[src/rtl/epoch_error_reporter_if.sv]
// ---------------------------------------------------------------------------
// epoch_error_reporter_if
//   Sample stream into the epoch error reporter. The producer (master) offers
//   a (y_pred, y_target) pair with sample_valid; the reporter (slave) takes it
//   on any clock edge where sample_valid and sample_ready are both high.
//
//   sample_valid  master -> slave  pair valid this cycle
//   sample_ready  slave  -> master reporter can take a sample this cycle
//   y_pred        master -> slave  network output, signed DATA_W
//   y_target      master -> slave  expected output, signed DATA_W
// ---------------------------------------------------------------------------
interface epoch_error_reporter_if #(
  parameter int DATA_W = 16
) ();

  logic              sample_valid;
  logic              sample_ready;
  logic [DATA_W-1:0] y_pred;
  logic [DATA_W-1:0] y_target;

  modport master (
    output sample_valid,
    output y_pred,
    output y_target,
    input  sample_ready
  );

  modport slave (
    input  sample_valid,
    input  y_pred,
    input  y_target,
    output sample_ready
  );

endinterface : epoch_error_reporter_if

[src/rtl/epoch_error_reporter.sv]
// ---------------------------------------------------------------------------
// epoch_error_reporter
//   Computes the squared error (y_pred - y_target)^2 of every accepted sample,
//   accumulates 2**LOG2_N of them per epoch and reports the truncated mean on
//   SQUARED_ERROR together with a one-cycle training_mode strobe. The
//   training-control FSM answers one cycle after the strobe on training_done;
//   epochs repeat until training_done or until MAX_EPOCHS epochs have been
//   reported, in which case the sticky timeout flag is raised.
//
// Ports
//   clk               rising-edge clock
//   rst               synchronous, active-high reset
//   start             pulse in IDLE or DONE: begin epoch 1
//   smp               sample stream (slave side of epoch_error_reporter_if)
//   training_done     convergence reached (from training FSM)
//   adam_signal       Adam optimiser selected (from training FSM)
//   manhatten_signal  Manhattan optimiser selected (from training FSM)
//   training_mode     one-cycle strobe, SQUARED_ERROR valid
//   SQUARED_ERROR     epoch mean squared error, unsigned, 34 bits
//   epoch_count       completed epochs, saturates at 255
//   opt_sel           01 Adam, 10 Manhattan, 00 none; both high keeps old
//   busy              high in every state except IDLE and DONE
//   timeout           sticky: MAX_EPOCHS reached without training_done
// ---------------------------------------------------------------------------
module epoch_error_reporter #(
  parameter int DATA_W     = 16,
  parameter int LOG2_N     = 4,
  parameter int MAX_EPOCHS = 255
) (
  input  logic                     clk,
  input  logic                     rst,
  input  logic                     start,
  epoch_error_reporter_if.slave    smp,
  input  logic                     training_done,
  input  logic                     adam_signal,
  input  logic                     manhatten_signal,
  output logic                     training_mode,
  output logic [33:0]              SQUARED_ERROR,
  output logic [7:0]               epoch_count,
  output logic [1:0]               opt_sel,
  output logic                     busy,
  output logic                     timeout
);

  localparam int DIFF_W = DATA_W + 1;        // y_pred - y_target, signed
  localparam int SQ_W   = 2 * DATA_W + 1;    // diff^2, unsigned
  localparam int ACC_W  = SQ_W + LOG2_N;     // sum of 2**LOG2_N squares
  localparam int MEAN_W = ACC_W - LOG2_N;

  typedef enum logic [2:0] {
    S_IDLE,
    S_ACCUM,
    S_DRAIN,
    S_REPORT,
    S_WAIT_FSM,
    S_DONE
  } state_t;

  state_t              r_state;
  logic                r_phase;      // second cycle of DRAIN / WAIT_FSM
  logic [LOG2_N-1:0]   r_cnt;        // samples accepted this epoch
  logic                r_v1;
  logic [DIFF_W-1:0]   r_diff;
  logic                r_v2;
  logic [SQ_W-1:0]     r_sq;
  logic [ACC_W-1:0]    r_acc;
  logic                r_tmode;
  logic [33:0]         r_sq_err;
  logic [7:0]          r_epoch;
  logic [1:0]          r_opt;
  logic                r_timeout;

  logic                w_accept;
  logic [DIFF_W-1:0]   w_diff;
  logic [SQ_W-1:0]     w_diff_ext;
  logic [SQ_W-1:0]     w_sq;
  logic [MEAN_W-1:0]   w_mean;

  assign w_accept = smp.sample_valid && (r_state == S_ACCUM);

  // Sign-extend both operands by one bit so the difference cannot wrap.
  assign w_diff = {smp.y_pred[DATA_W-1], smp.y_pred}
                - {smp.y_target[DATA_W-1], smp.y_target};

  // The square of a DIFF_W-bit signed value always fits in SQ_W unsigned
  // bits, so a modulo-2**SQ_W multiply of the sign-extended diff is exact.
  assign w_diff_ext = {{(SQ_W - DIFF_W){r_diff[DIFF_W-1]}}, r_diff};
  assign w_sq       = w_diff_ext * w_diff_ext;

  assign w_mean = r_acc[ACC_W-1:LOG2_N];

  // NOTE: every register in this block uses non-blocking assignment so all
  // of them update from the same pre-edge values, whatever the statement order.
  always_ff @(posedge clk) begin
    // NOTE: the reset branch clears every register, pipeline data included,
    // so nothing from an aborted epoch can leak into the next one.
    if (rst) begin
      r_state   <= S_IDLE;
      r_phase   <= 1'b0;
      r_cnt     <= '0;
      r_v1      <= 1'b0;
      r_diff    <= '0;
      r_v2      <= 1'b0;
      r_sq      <= '0;
      r_acc     <= '0;
      r_tmode   <= 1'b0;
      r_sq_err  <= '0;
      r_epoch   <= '0;
      r_opt     <= 2'b00;
      r_timeout <= 1'b0;
    end else begin
      // Three-stage datapath: S1 difference, S2 square, S3 accumulate.
      r_v1 <= w_accept;
      if (w_accept) r_diff <= w_diff;
      r_v2 <= r_v1;
      if (r_v1) r_sq <= w_sq;
      if (r_v2) r_acc <= r_acc + ACC_W'(r_sq);

      // Optimiser tracking; both selects high is treated as a glitch.
      if (adam_signal && !manhatten_signal)      r_opt <= 2'b01;
      else if (manhatten_signal && !adam_signal) r_opt <= 2'b10;
      else if (!adam_signal && !manhatten_signal) r_opt <= 2'b00;

      r_tmode <= 1'b0;

      // Clearing r_acc below overrides the S3 update above; the pipeline is
      // always empty in the states that clear it.
      case (r_state)
        S_IDLE: begin
          if (start) begin
            r_state <= S_ACCUM;
            r_acc   <= '0;
            r_cnt   <= '0;
          end
        end

        S_ACCUM: begin
          if (w_accept) begin
            r_cnt <= r_cnt + LOG2_N'(1);
            if (&r_cnt) begin
              r_state <= S_DRAIN;
              r_phase <= 1'b0;
            end
          end
        end

        // Two cycles for the last sample to leave S2 and S3.
        S_DRAIN: begin
          r_phase <= 1'b1;
          if (r_phase) r_state <= S_REPORT;
        end

        S_REPORT: begin
          r_sq_err <= 34'(w_mean);
          r_tmode  <= 1'b1;
          if (r_epoch != 8'hFF) r_epoch <= r_epoch + 8'd1;
          r_state  <= S_WAIT_FSM;
          r_phase  <= 1'b0;
        end

        // First cycle: strobe is visible to the training FSM. Second cycle:
        // its answer on training_done is sampled.
        S_WAIT_FSM: begin
          r_phase <= 1'b1;
          if (r_phase) begin
            if (training_done) begin
              r_state <= S_DONE;
            end else if (r_epoch == 8'(MAX_EPOCHS)) begin
              r_timeout <= 1'b1;
              r_state   <= S_DONE;
            end else begin
              r_state <= S_ACCUM;
              r_acc   <= '0;
              r_cnt   <= '0;
            end
          end
        end

        S_DONE: begin
          if (start) begin
            r_state   <= S_ACCUM;
            r_acc     <= '0;
            r_cnt     <= '0;
            r_epoch   <= '0;
            r_timeout <= 1'b0;
          end
        end

        default: r_state <= S_IDLE;
      endcase
    end
  end

  // Pure decodes of the state register, so these are glitch-free.
  assign smp.sample_ready = (r_state == S_ACCUM);
  assign busy             = (r_state != S_IDLE) && (r_state != S_DONE);

  assign training_mode = r_tmode;
  assign SQUARED_ERROR = r_sq_err;
  assign epoch_count   = r_epoch;
  assign opt_sel       = r_opt;
  assign timeout       = r_timeout;

endmodule : epoch_error_reporter

[src/flat_wrapper.sv]
// flat-port wrapper written by rule: the top's interface ports become plain ports
module epoch_error_reporter_flat 
#(
  parameter int DATA_W     = 16,
  parameter int LOG2_N     = 4,
  parameter int MAX_EPOCHS = 255
)
  (clk, rst, start, training_done, adam_signal, manhatten_signal, training_mode, SQUARED_ERROR, epoch_count, opt_sel, busy, timeout, smp_sample_valid, smp_y_pred, smp_y_target, smp_sample_ready);
  epoch_error_reporter_if #(.DATA_W(DATA_W)) smp_i ();
  input  logic clk;
  input  logic rst;
  input  logic start;
  input  logic training_done;
  input  logic adam_signal;
  input  logic manhatten_signal;
  output logic training_mode;
  output logic [33:0] SQUARED_ERROR;
  output logic [7:0] epoch_count;
  output logic [1:0] opt_sel;
  output logic busy;
  output logic timeout;
  input wire logic [$bits(smp_i.sample_valid)-1:0] smp_sample_valid;
  input wire logic [$bits(smp_i.y_pred)-1:0] smp_y_pred;
  input wire logic [$bits(smp_i.y_target)-1:0] smp_y_target;
  output wire logic [$bits(smp_i.sample_ready)-1:0] smp_sample_ready;
  assign smp_i.sample_valid = smp_sample_valid;
  assign smp_i.y_pred = smp_y_pred;
  assign smp_i.y_target = smp_y_target;
  assign smp_sample_ready = smp_i.sample_ready;
  epoch_error_reporter #(.DATA_W(DATA_W), .LOG2_N(LOG2_N), .MAX_EPOCHS(MAX_EPOCHS)) u_core (.clk(clk), .rst(rst), .start(start), .smp(smp_i), .training_done(training_done), .adam_signal(adam_signal), .manhatten_signal(manhatten_signal), .training_mode(training_mode), .SQUARED_ERROR(SQUARED_ERROR), .epoch_count(epoch_count), .opt_sel(opt_sel), .busy(busy), .timeout(timeout));
endmodule
[config.mk]
export PLATFORM = sky130hd
export DESIGN_NAME = epoch_error_reporter_flat
export DESIGN_NICKNAME = d
export VERILOG_FILES = /design/src/rtl/epoch_error_reporter_if.sv /design/src/rtl/epoch_error_reporter.sv /design/src/flat_wrapper.sv
export SDC_FILE = /design/constraint.sdc
export NUM_CORES = 1
export LEC_CHECK = 0
export ABC_AREA = 1
export CAP_MARGIN = 20
export CORE_MARGIN = 2
export CORE_UTILIZATION = 50
export CTS_CLUSTER_DIAMETER = 200
export DETAILED_ROUTE_END_ITERATION = 8
export GPL_ROUTABILITY_DRIVEN = 0
export GPL_TIMING_DRIVEN = 0
export PLACE_DENSITY = 0.68
export SYNTH_ARGS = -nofsm -noshare
export SYNTH_HDL_FRONTEND = slang
export SYNTH_SLANG_ARGS = --single-unit
export TNS_END_PERCENT = 30
[constraint.sdc]
create_clock -name clk -period 12.09 [get_ports clk]
set_input_delay 3.0225 -clock clk [delete_from_list [all_inputs] [get_ports clk]]
set_output_delay 3.0225 -clock clk [all_outputs]
set_load 0.03 [all_outputs]
==> results.md <==
- Post-CTS Resized: 0
- Antenna violations before repair: 0
- Initial DRC Count: 1119
- Hold Path Class: reg -> reg
- XOR/XNOR share of the synthesized area: 0.0197
- H-tree depth: 4
- Share of cells above drive strength 1: 0.0273
- Avg Cell Area, Syn: 6.97 sq um
- Crit share post-route: 0.566
- Post-Syn Nets: 3169
- Die height: 199 um
- Maximum buffer depth of the clock tree: 2
- Routed Antenna Nets: 0
- CP required: 12.43 ns
- Grt total ovfl: 0
- Status: complete, no violations
- Startpoint Class: flip-flop
- CTS Buf Count: 17
- Starting density of the core: 0.508
- Design area: 0.0211 sq mm
- Post-synth EDFFs: 0
- DR WL/cell: 15.9 um
- Antenna cells: 0
- Max IR drop VDD: 0.0702 mV
- Area of the core: 0.0376 sq mm
- Sequential area share after synthesis: 0.148
- Async S/R FF share, synth: 0
- Cells after synthesis: 2735
- FF-to-FF Start: u_core.r_diff[2]
- Number of iterations in the first detailed-routing pass: 7
- Final count of hold timing violations: 0
- Final WL: 53.4 mm
- HPWL Detailed: 44.6 mm
- #FFs+latches synth: 141
- Synth unique cells: 45
- Io pins: 87
- Post-synthesis simple-gate area fraction: 0.241
- Crit end category: flip-flop
- Compound-cell area share of the yosys netlist: 0.0780
- Root Driver: clkbuf_16
- Min cycle time layout: 6.84 ns
- Final setup fails: 0
- Post-synthesis mux area share: 0.000525
- Clock latency on the worst-skew pair: 0.46 ns
- Clk pin slew, worst setup/hold paths: 0.07 ns
- Std-Cell Rows: 71
- Vias in the first global route: 17600
- RSZ-0062 raised after global routing: no
- I/O Buffers: 85
- # DRC: 0
- Via count: 17400
- Synth Cell Area: 0.0191 sq mm
- Area delta synth->final: 10.8%
- Crit path kind: reg -> reg
- Adder-Cell Fraction of Synth Area: 0.362
- Hold_buf cts: 0
- Timing startpoint of the critical path: u_core.r_diff[2]
- Slew headroom: 0.274
- DR vias/cell: 5.18
- GRT Util Overall: 0.284
- Post-Route Setup TNS: 0 ns
- Fin Clk Skew: 0.0148 ns
- Die ar.: 0.0397 sq mm
- Main combinational cell family by area after synthesis: adder cells
- Crit path DAT: 7.18 ns
- PD cells: 112 mW/mm^2
- CTS tree: yes
- Post-Route Utilization: 0.563
- Largest net degree at the start of global routing: 17
- Worst-Margin Slew: 1.09 ns
- Hold path start: u_core.opt_sel[1]
- Lkg Pwr: 12.1 nW
- Yosys warns: 0
- Fmax: 146 MHz
- Final #Nets: 3273
- Max-cap violations: 0
- TritonCTS Sinks: 141
- Fin. max-slew vios: 0
- CP Max Fanout: 10
- Most used DFF post-synth: dfxtp_1
- Die Wd: 199 um
- # Post-CTS Setup Buffers: 0
- First-pass GRT wire length: 87.0 mm
- Area after DPL: 0.0206 sq mm
==> synthesized netlist by cell type (9+ instances only) <==
cell type	number	share of area
nand4_1	30	0.0098
o21bai_1	13	0.0051
xnor2_1	15	0.0069
xor2_1	28	0.013
nor2_2	17	0.0056
nand3_1	120	0.031
dfxtp_1	141	0.15
nor2_1	294	0.058
a21oi_1	123	0.032
inv_1	670	0.13
clkbuf_1	60	0.012
o21ai_0	118	0.031
ha_1	133	0.087
nand2_1	624	0.12
nor3_1	18	0.0047
fa_1	262	0.27
buf_1	9	0.0018
==> sequential cells by signal, indices dropped and copies added (netlist names) <==
signal	count
u_core.SQUARED_ERROR	33
u_core.r_diff	17
u_core.r_v1	1
u_core.epoch_count	8
u_core.training_mode	1
u_core.r_acc	37
u_core.opt_sel	2
u_core.r_state	3
u_core.r_sq	32
u_core.r_phase	1
u_core.r_v2	1
u_core.r_cnt	4
u_core.timeout	1
==> power by group <==
| part | internal [mW] | total [mW] | leakage [nW] | switching, mW |
|---|---|---|---|---|
| registers | 0.523 | 0.568 | 1.14 | 0.0445 |
| clock network | 0.290 | 0.535 | 0.277 | 0.245 |
| logic | 0.439 | 1.27 | 10.6 | 0.831 |
| total | 1.25 | 2.37 | 12.1 | 1.12 |
==> cell families after synthesis <==
family | after synthesis
adder cells (fa/ha/maj) | 395
AND/OR/NAND/NOR | 1125
XOR/XNOR | 43
buffers and inverters | 752
AO/OA/AOI/OAI | 277
multiplexers | 1
other | 1
flip-flops | 141
==> path summary, 6_finish.rpt <==
check,depth (start not counted),slack [ns],to
min,2,0.46,u_core.opt_sel[1]
min reg2reg,2,0.46,u_core.opt_sel[1]
max,25,5.25,u_core.r_sq[31]
max reg2reg,25,5.25,u_core.r_sq[31]
==> layout make-up <==
type                    instances  area (sq um)
well taps                     511           639
inverters                     677          2540
plain buffers                  75           325
clock buffers                  17           425
multi-input cells            1842         13400
repair buffers                 85           851
fillers                      3656         16400
clock inverters                15           153
flip-flops and latches        141          2820
==> critical path, cell delays in order, from the launching register on <==
cell	delay, ns
dfxtp_1	0.36
clkbuf_1	0.50
buf_1	0.55
nand2_1	0.11
inv_1	0.17
fa_1	0.55
inv_1	0.14
fa_1	0.52
inv_1	0.23
fa_1	0.47
fa_1	0.50
fa_1	0.48
inv_1	0.05
fa_1	0.47
inv_1	0.04
ha_1	0.39
nand2_1	0.13
inv_1	0.07
nand2_1	0.10
nor3_1	0.30
and2_1	0.18
nand2_1	0.08
nand3_1	0.09
nand2_1	0.05
nor2_1	0.13
nor2_1	0.05
==> metal layers <==
metal / part of all wire / up-vias / GRT usage
li1: - / 8373 / -
met1: 0.40 / 8297 / 0.340
met2: 0.49 / 584 / 0.502
met3: 0.058 / 163 / 0.0332
met4: 0.046 / 2 / 0.140
met5: 0.00092 / - / 0.0102
==> cells in the final DEF, fill, tap and decap left out, drive strengths merged, types with 2 or more instances in the layout <==
cell / n
dfxtp: 141
o21a: 4
nor3: 21
a211oi: 2
buf: 15
a21boi: 2
a21oi: 123
o21bai: 13
clkbuf: 77
or2: 4
fa: 262
inv: 685
xor2: 28
ha: 133
nand4: 31
and2: 4
nand2: 628
clkinvlp: 3
nor2: 313
a31o: 3
o211ai: 4
a21o: 4
nand3: 120
clkdlybuf4s50: 85
clkinv: 3
o21ai: 122
xnor2: 15
==> stage by stage <==
step	total power, mW	hold slack (ns)	instances	setup slack [ns]
after floorplan	1.43	0.444	2735	6.42
after global placement	1.81	0.439	3331	5.40
after detailed placement	1.84	0.451	3331	5.37
after CTS	2.37	0.464	3363	5.32
after global routing	2.56	0.492	3363	4.90
final	2.37	0.461	3363	5.25
(Power assumes the default switching activity.)
